===== src/rtl/i2c_txn_arbiter.sv =====
// Two-requester arbiter in front of a single i2c_master: grant, hold fields, pulse start, collect result, guard gap.
// Define I2C_ARB_FIXED_PRIO_EN to make requester 1 win every tie instead of round-robin.
module i2c_txn_arbiter #(
  parameter int GUARD_CYCLES = 16,
  parameter int START_WAIT   = 8
) (
  input  logic       clk,
  input  logic       rst_n,
  input  logic       req0_valid,
  input  logic [7:0] req0_dev_addr,
  input  logic [7:0] req0_word_addr,
  input  logic [7:0] req0_wdata,
  output logic       req0_ready,
  output logic       req0_done,
  output logic [7:0] req0_rdata,
  output logic       req0_err,
  input  logic       req1_valid,
  input  logic [7:0] req1_dev_addr,
  input  logic [7:0] req1_word_addr,
  input  logic [7:0] req1_wdata,
  output logic       req1_ready,
  output logic       req1_done,
  output logic [7:0] req1_rdata,
  output logic       req1_err,
  output logic [7:0] m_device_addr,
  output logic [7:0] m_word_addr,
  output logic [7:0] m_data_wr,
  output logic       m_start,
  input  logic [7:0] m_rd_data,
  input  logic       m_rd_data_vld,
  input  logic       m_busy,
  output logic       grant_id,
  output logic       arb_busy
);

  localparam int CNT_MAX = (GUARD_CYCLES > START_WAIT) ? GUARD_CYCLES : START_WAIT;
  localparam int CNT_W   = $clog2(CNT_MAX + 1);
  localparam logic [CNT_W-1:0] START_LAST = CNT_W'(START_WAIT - 1);
  localparam logic [CNT_W-1:0] GUARD_LAST = CNT_W'(GUARD_CYCLES - 1);

  typedef enum logic [2:0] {IDLE, ISSUE, WAIT_BUSY, RUN, DONE, GAP} state_t;

  state_t           state_reg, state_next;
  logic [CNT_W-1:0] cnt_reg;
  logic             start_fail_reg;
  logic             got_data_reg;
  logic [7:0]       rd_buf_reg;
  logic             do_grant;
  logic             sel;
  logic             txn_err;
`ifndef I2C_ARB_FIXED_PRIO_EN
  logic             last_grant_reg;
`endif

  always_ff @(posedge clk or negedge rst_n) begin
    if (!rst_n) state_reg <= IDLE;
    else        state_reg <= state_next;
  end

  always_comb begin
    state_next = state_reg;
    do_grant   = 1'b0;
`ifdef I2C_ARB_FIXED_PRIO_EN
    sel = req1_valid;
`else
    // On a tie, the requester that did not own the previous transaction wins.
    sel = (req0_valid && req1_valid) ? ~last_grant_reg : req1_valid;
`endif
    case (state_reg)
      IDLE: begin
        if ((req0_valid || req1_valid) && !m_busy) begin
          do_grant   = 1'b1;
          state_next = ISSUE;
        end
      end
      ISSUE:     state_next = WAIT_BUSY;
      WAIT_BUSY: begin
        if (m_busy)                   state_next = RUN;
        else if (cnt_reg == START_LAST) state_next = DONE;
      end
      RUN:       if (!m_busy) state_next = DONE;
      DONE:      state_next = GAP;
      GAP:       if (cnt_reg == GUARD_LAST) state_next = IDLE;
      default:   state_next = IDLE;
    endcase
  end

  // A read that never produced data means NACK or master timeout.
  assign txn_err = start_fail_reg | (m_device_addr[0] & ~got_data_reg);

  always_ff @(posedge clk or negedge rst_n) begin
    if (!rst_n) begin
      req0_ready     <= 1'b0;
      req0_done      <= 1'b0;
      req0_rdata     <= 8'h00;
      req0_err       <= 1'b0;
      req1_ready     <= 1'b0;
      req1_done      <= 1'b0;
      req1_rdata     <= 8'h00;
      req1_err       <= 1'b0;
      m_device_addr  <= 8'h00;
      m_word_addr    <= 8'h00;
      m_data_wr      <= 8'h00;
      m_start        <= 1'b0;
      grant_id       <= 1'b0;
      arb_busy       <= 1'b0;
      cnt_reg        <= '0;
      start_fail_reg <= 1'b0;
      got_data_reg   <= 1'b0;
      rd_buf_reg     <= 8'h00;
`ifndef I2C_ARB_FIXED_PRIO_EN
      last_grant_reg <= 1'b1;
`endif
    end else begin
      req0_ready <= 1'b0;
      req1_ready <= 1'b0;
      req0_done  <= 1'b0;
      req1_done  <= 1'b0;
      m_start    <= 1'b0;
      arb_busy   <= (state_next != IDLE);
      case (state_reg)
        IDLE: begin
          if (do_grant) begin
            m_device_addr  <= sel ? req1_dev_addr  : req0_dev_addr;
            m_word_addr    <= sel ? req1_word_addr : req0_word_addr;
            m_data_wr      <= sel ? req1_wdata     : req0_wdata;
            grant_id       <= sel;
`ifndef I2C_ARB_FIXED_PRIO_EN
            last_grant_reg <= sel;
`endif
            req0_ready     <= ~sel;
            req1_ready     <= sel;
            got_data_reg   <= 1'b0;
            start_fail_reg <= 1'b0;
          end
        end
        ISSUE: begin
          m_start <= 1'b1;
          cnt_reg <= '0;
        end
        WAIT_BUSY: begin
          if (!m_busy) begin
            if (cnt_reg == START_LAST) start_fail_reg <= 1'b1;
            else                       cnt_reg <= cnt_reg + CNT_W'(1);
          end
        end
        RUN: begin
          if (m_rd_data_vld) begin
            rd_buf_reg   <= m_rd_data;
            got_data_reg <= 1'b1;
          end
        end
        DONE: begin
          if (grant_id) begin
            req1_done <= 1'b1;
            req1_err  <= txn_err;
            if (m_device_addr[0] && got_data_reg) req1_rdata <= rd_buf_reg;
          end else begin
            req0_done <= 1'b1;
            req0_err  <= txn_err;
            if (m_device_addr[0] && got_data_reg) req0_rdata <= rd_buf_reg;
          end
          cnt_reg <= '0;
        end
        GAP:     cnt_reg <= cnt_reg + CNT_W'(1);
        default: ;
      endcase
    end
  end

endmodule


===== config.mk =====
export PLATFORM = sky130hd
export DESIGN_NAME = i2c_txn_arbiter
export DESIGN_NICKNAME = d
export VERILOG_FILES = /design/src/rtl/i2c_txn_arbiter.sv
export SDC_FILE = /design/constraint.sdc
export NUM_CORES = 1
export LEC_CHECK = 0
export CAP_MARGIN = 20
export CORE_MARGIN = 2
export CORE_UTILIZATION = 48
export DETAILED_ROUTE_END_ITERATION = 10
export PLACE_DENSITY = 0.85
export SLEW_MARGIN = 30
export SYNTH_ARGS = -nofsm -noshare
export SYNTH_HDL_FRONTEND = slang
export SYNTH_SLANG_ARGS = --single-unit

===== constraint.sdc =====
create_clock -name clk -period 4.6 [get_ports clk]
set_input_delay 0.69 -clock clk [delete_from_list [all_inputs] [get_ports clk]]
set_output_delay 0.69 -clock clk [all_outputs]
set_load 0.02 [all_outputs]

### Yosys cells after proc, flatten, opt, wreduce, memory -nomap -nowiden

Cells that the tools add are included.

| operators by class | value |
|---|---|
| $add $sub $neg | 1 |
| eq/ne operators | 12 |
| muxes and demuxes | 30 |
| bitwise gates (word level) | 6 |
| reduce and logical (&&, ||, !) cells | 20 |

Operators by type and width:

| kind | number |
|---|---|
| 2-to-1 mux 8 bit | 3 |
| one-hot mux 3 bit (6 select lines) | 1 |
| 2-to-1 mux 1 bit | 16 |
| 2-to-1 mux 3 bit | 5 |
| one-hot mux 5 bit (3 select lines) | 1 |
| AND reduction 3 bit | 4 |
| 2-to-1 mux 5 bit | 2 |
| inequality test 2 bit (second input constant) | 5 |
| AND reduction 2 bit | 4 |
| == test 3 x 2 -> 1 bit (second input constant) | 2 |
| == test 3 bit (second input constant) | 2 |
| nonzero test 3 bit | 2 |
| adder 5 x 1 -> 5 bit (second input constant) | 1 |
| == test 5 x 3 -> 1 bit (second input constant) | 1 |
| == test 5 x 4 -> 1 bit (second input constant) | 1 |
| inverter 1 bit | 4 |
| one-hot mux 1 bit (2 select lines) | 2 |
| AND reduction 4 bit | 1 |
| nonzero test 2 bit | 2 |
| == test 3 x 1 -> 1 bit (second input constant) | 1 |
| logical AND 1 bit | 3 |
| zero test 3 bit | 1 |
| OR reduction 2 bit | 1 |
| bitwise AND 1 bit | 1 |
| other kinds (3) | 3 |

| word-level totals | value |
|---|---|
| register bits | 68 |
| input port bits | 62 |
| output and inout port bits | 49 |
| word-level logic and storage cells | 89 |

### Logic depth before layout (Yosys ltp)

| depth | value |
|---|---|
| word-level depth | 6 |
| mapped depth | 6 |
| depth with buffers taken out | 6 |

### Least setup slack after synthesis

Ideal clock, no wire load.

| timing | value |
|---|---|
| path kind | in2reg |
| start point | in req1_valid |
| end point | reg m_data_wr[0] |
| setup time | 0.126 ns |
| arrival | 1.750 ns |
| data required time | 4.474 ns |
| setup slack | 2.724 ns |
| cell stages on the path | 5 |
| buffers on the path | 2 |
| path through | a21bo_2 -> buf_2 -> clkbuf_1 -> nor3_2 -> a221o_1 |

| on the way | value |
|---|---|
| word-level cells in the longest chain between the ends | 5 |
| elaborated cells between the ends (all ways) | 8 |
| classes of those cells | mux (4); reduce/logical (4) |

RTL lines:

| what | line | source |
|---|---|---|
| start: declaration | 17 | `input logic req1_valid,` |
| logical OR 1 bit | 71 | `if ((req0_valid \|\| req1_valid) && !m_busy) begin` |
| logical AND 1 bit | 71 |  |
| 2-to-1 mux 1 bit | 71 |  |
| 2-to-1 mux 1 bit | 69 | `case (state_reg)` |
| AND reduction 2 bit (no line) | -- |  |
| end signal: assignment | 126 | `m_data_wr <= sel ? req1_wdata : req0_wdata;` |
| end: declaration | 27 | `output logic [7:0] m_data_wr,` |

Several ways; a longest one is shown, not always the timed one.
A chain may end at the register's enable or synchronous reset.

### Final worst setup path

| timing | value |
|---|---|
| start point | in req0_valid |
| end point | reg m_device_addr[1] |

| on the way | value |
|---|---|
| word-level cells in the longest chain between the ends | 5 |
| elaborated cells between the ends (all ways) | 8 |
| classes of those cells | mux (4); reduce/logical (4) |

RTL lines:

| what | line | source |
|---|---|---|
| start: declaration | 9 | `input logic req0_valid,` |
| logical OR 1 bit | 71 |  |
| logical AND 1 bit | 71 |  |
| 2-to-1 mux 1 bit | 71 |  |
| 2-to-1 mux 1 bit | 69 |  |
| AND reduction 2 bit (no line) | -- |  |
| end signal: assignment | 124 | `m_device_addr <= sel ? req1_dev_addr : req0_dev_addr;` |
| end: declaration | 25 | `output logic [7:0] m_device_addr,` |

Several ways; a longest one is shown, not always the timed one.

==> results.py <==
metrics = {
    "logic_synthesis": {
        "avgSynthCellArea_um2": 12.66,
        "yosysMostFrequentCell": "dfrtp_1",
        "synth.ff_latch_count": 68,
        "synthArstFlopShare_pct": 100.0,
        "ys_seq_area_share_pct": 54.66,
        "yosysWarnings": 0,
        "synth_edf_count": 0,
        "synth_nets": 310,
        "synthFlopType": "dfrtp_1",
        "post-synth-top-area-cell": "dfrtp_1",
        "synth_commonest_cells": "dfrtp_1 (67), inv_1 (30), a221o_1 (24), nor3_2 (19), mux2_1 (16)",
        "syn-cell-area_mm2": 0.003115,
        "post_synth_num_cell_types": 47,
        "synth_area_leaders": "dfrtp_1 (54%), a221o_1 (7.7%), nor3_2 (6.1%)",
        "netlist_instances": 246,
        "synth_top_area_share_pct": 53.82,
    },
    "global_routing": {
        "grt-busiest-layer": "met2",
        "use_met3_pct": 5.211,
        "antenna_found_initial": 0,
        "grt_pass1_wl_um": 10930,
        "grtUsageMet1_pct": 24.32,
        "grt_use_total_pct": 19.43,
        "grt_max_degree": 69,
        "use_met2_pct": 30.99,
        "grt_pass1_vias": 2304,
        "grt_overflow": 0,
    },
    "drt": {
        "route.detailed.drc": 0,
        "dr.pass1.iters": 4,
        "viasPerCell": 5.329,
        "drt_wl_total_um": 6650,
        "wl_per_cell_um": 15.32,
        "dr_total_vias": 2313,
        "drtIter0Drc": 122,
        "antenna_left": 0,
    },
    "clocking": {
        "clk_pin_slew_ns": 0.07,
        "post_cts_buffers": 0,
        "clk_latency_ns": 0.33,
        "cts-hold-fix-buffers": 0,
        "cts_max_path_buffers": 2,
        "cts_tree": "done",
        "cts_resized": 0,
        "cts_buffers": 9,
        "cts_sinks": 68,
        "htree_num_levels": 3,
        "clock-root-buffer": "clkbuf_8",
    },
    "placed_design": {
        "port_buffers": 110,
        "gp_congestion": 0.8116,
        "dp_hpwl_um": 4702,
    },
    "layout": {
        "syn_to_final_growth_pct": 43.37,
        "nFillCells": 460,
        "final_util_pct": 70.75,
        "antennaDiodeCount": 0,
        "layout-drive-gt1-share_pct": 16.53,
        "nets": 416,
    },
    "timing": {
        "fin_crit_sh_pct": 59.12,
        "max_freq_mhz": 367.7,
        "setup_violations": 0,
        "maxSlewHeadroom_pct": 45.49,
        "rsz0062_at_grt": "false",
        "skew_ns": 0.008356,
        "drv_slew": 0,
        "hold_violations": 0,
        "fin_crit_ns": 2.719,
        "setup_tns_ns": 0,
        "worstMarginPinSlew_ns": 0.8177,
    },
    "worst_setup_path": {
        "cpPeakStageDelay_ns": 0.77,
        "path_class": "input port to flop",
        "required_ns": 4.86,
        "cp_max_fo": 26,
        "cp-end-kind": "flop",
        "cp_slowest_cell": "o211a_1",
        "start_kind": "input port",
        "crit_chain": "clkdlybuf4s50_1 > a21bo_2 > o211a_1 > a221o_1",
        "critPathArrivalTime_ns": 2.98,
    },
    "floorplanning": {
        "initial_core_util_pct": 49.35,
        "die_x_um": 84.57,
        "boundaryPins": 111,
        "die_y_um": 84.57,
        "placementRows": 29,
        "dieArea_mm2": 0.007151,
        "core_mm2": 0.006314,
    },
    "run": {
        "maxCapViolCount": 0,
    },
    "pwr": {
        "ir_worst_vdd_mv": 0.3332,
        "p_leak_nw": 1.978,
        "power.density_mw_per_mm2": 604.0,
    },
    "min_path": {
        "min_path_type": "flop to flop",
    },
    "outcome": {
        "outcome": "finished, final reports clean",
    },
}
## worst max-delay path, delay by kind of cell
kind,cells,cell delay [ns]
AOI/OAI and AO/OA,3,1.71
buffers and inverters,1,0.58
## report_power, final
| group | total [mW] | switching [mW] | internal, mW |
|---|---|---|---|
| clock | 0.589 | 0.214 | 0.375 |
| combinational | 1.09 | 0.516 | 0.570 |
| sequential | 1.02 | 0.197 | 0.826 |
## metrics by stage
step           instance area, µm²  power [mW]  setup slack (ns)  instances  hold WS (ns)
2_1_floorplan                3115       1.650             2.724        246        0.3944
3_3_place_gp                 4209       2.083             1.674        418        0.4673
3_5_place_dp                 4218       2.129             1.463        418        0.4759
4_1_cts                      4467       2.730             1.822        434        0.4925
5_1_grt                      4467       2.850             1.734        434        0.5072
6_report                     4467       2.698             1.881        434        0.4869
## area by class of cell
class | instances | area (µm²) | share of cell area (%)
sequential | 68 | 1703 | 38.12
multi-input combinational | 132 | 1202 | 26.92
timing repair buffer | 111 | 1104 | 24.71
clock buffer | 10 | 137.6 | 3.081
inverter | 30 | 112.6 | 2.521
clock inverter | 6 | 111.4 | 2.493
tap | 77 | 96.34 | 2.157
## kinds of logic (layout without fill, tap and decap cells)
kind of cell / count (synthesis) / after routing / synth area share [%]
DFF: 68 / 68 / 54.66
and+or+nand+nor: 53 / 53 / 14.26
AOI/OAI and AO/OA: 52 / 52 / 14.30
buffers and inverters: 46 / 157 / 7.028
muxes: 24 / 24 / 8.675
adders and majority gates: 2 / 2 / 0.8031
xor gates and xnor gates: 1 / 1 / 0.2812
## placed cells by master (no fill, tap or decap), types with 2 or more instances in the layout
master           synthesis  final
a21bo_2                  2      2
a21o_1                   3      3
a21oi_1                  5      5
a221o_1                 24     24
and3_1                   4      4
bufinv_16                0      3
clkbuf_8                 0     10
clkdlybuf4s50_1          0    109
dfrtp_1                 67     67
ha_1                     2      2
inv_1                   30     30
mux2_1                  16     16
mux2_2                   8      8
nand2_1                  4      4
nor2_1                   4      4
nor3_1                   9      9
nor3_2                  19     19
nor4b_2                  2      2
o211ai_1                 2      2
o21ai_1                  2      2
o22ai_1                  2      2
## worst paths after layout
path	startpoint	to	slack, ns	depth (start not counted)
setup / recovery	req0_valid	m_device_addr[1]	1.88	4
hold reg to reg	req1_rdata[3]	req1_rdata[3]	0.49	1
hold / removal	req1_rdata[3]	req1_rdata[3]	0.49	1
max in group asynchronous	rst_n	m_word_addr[2]	3.54	2
setup reg to reg	last_grant_reg	m_device_addr[1]	2.31	3
min in group asynchronous	rst_n	state_reg[2]	0.53	2
## per-layer routing
metal / part of all wire [%] / up-vias / routed length, µm
met4: 2.2 / 0 / 143
met2: 48 / 97 / 3177
met3: 6.8 / 12 / 449
met1: 43 / 1097 / 2880
met5: 0 / - / 0
li1: - / 1107 / -
No activity file was read; power rests on OpenSTA's default activity.
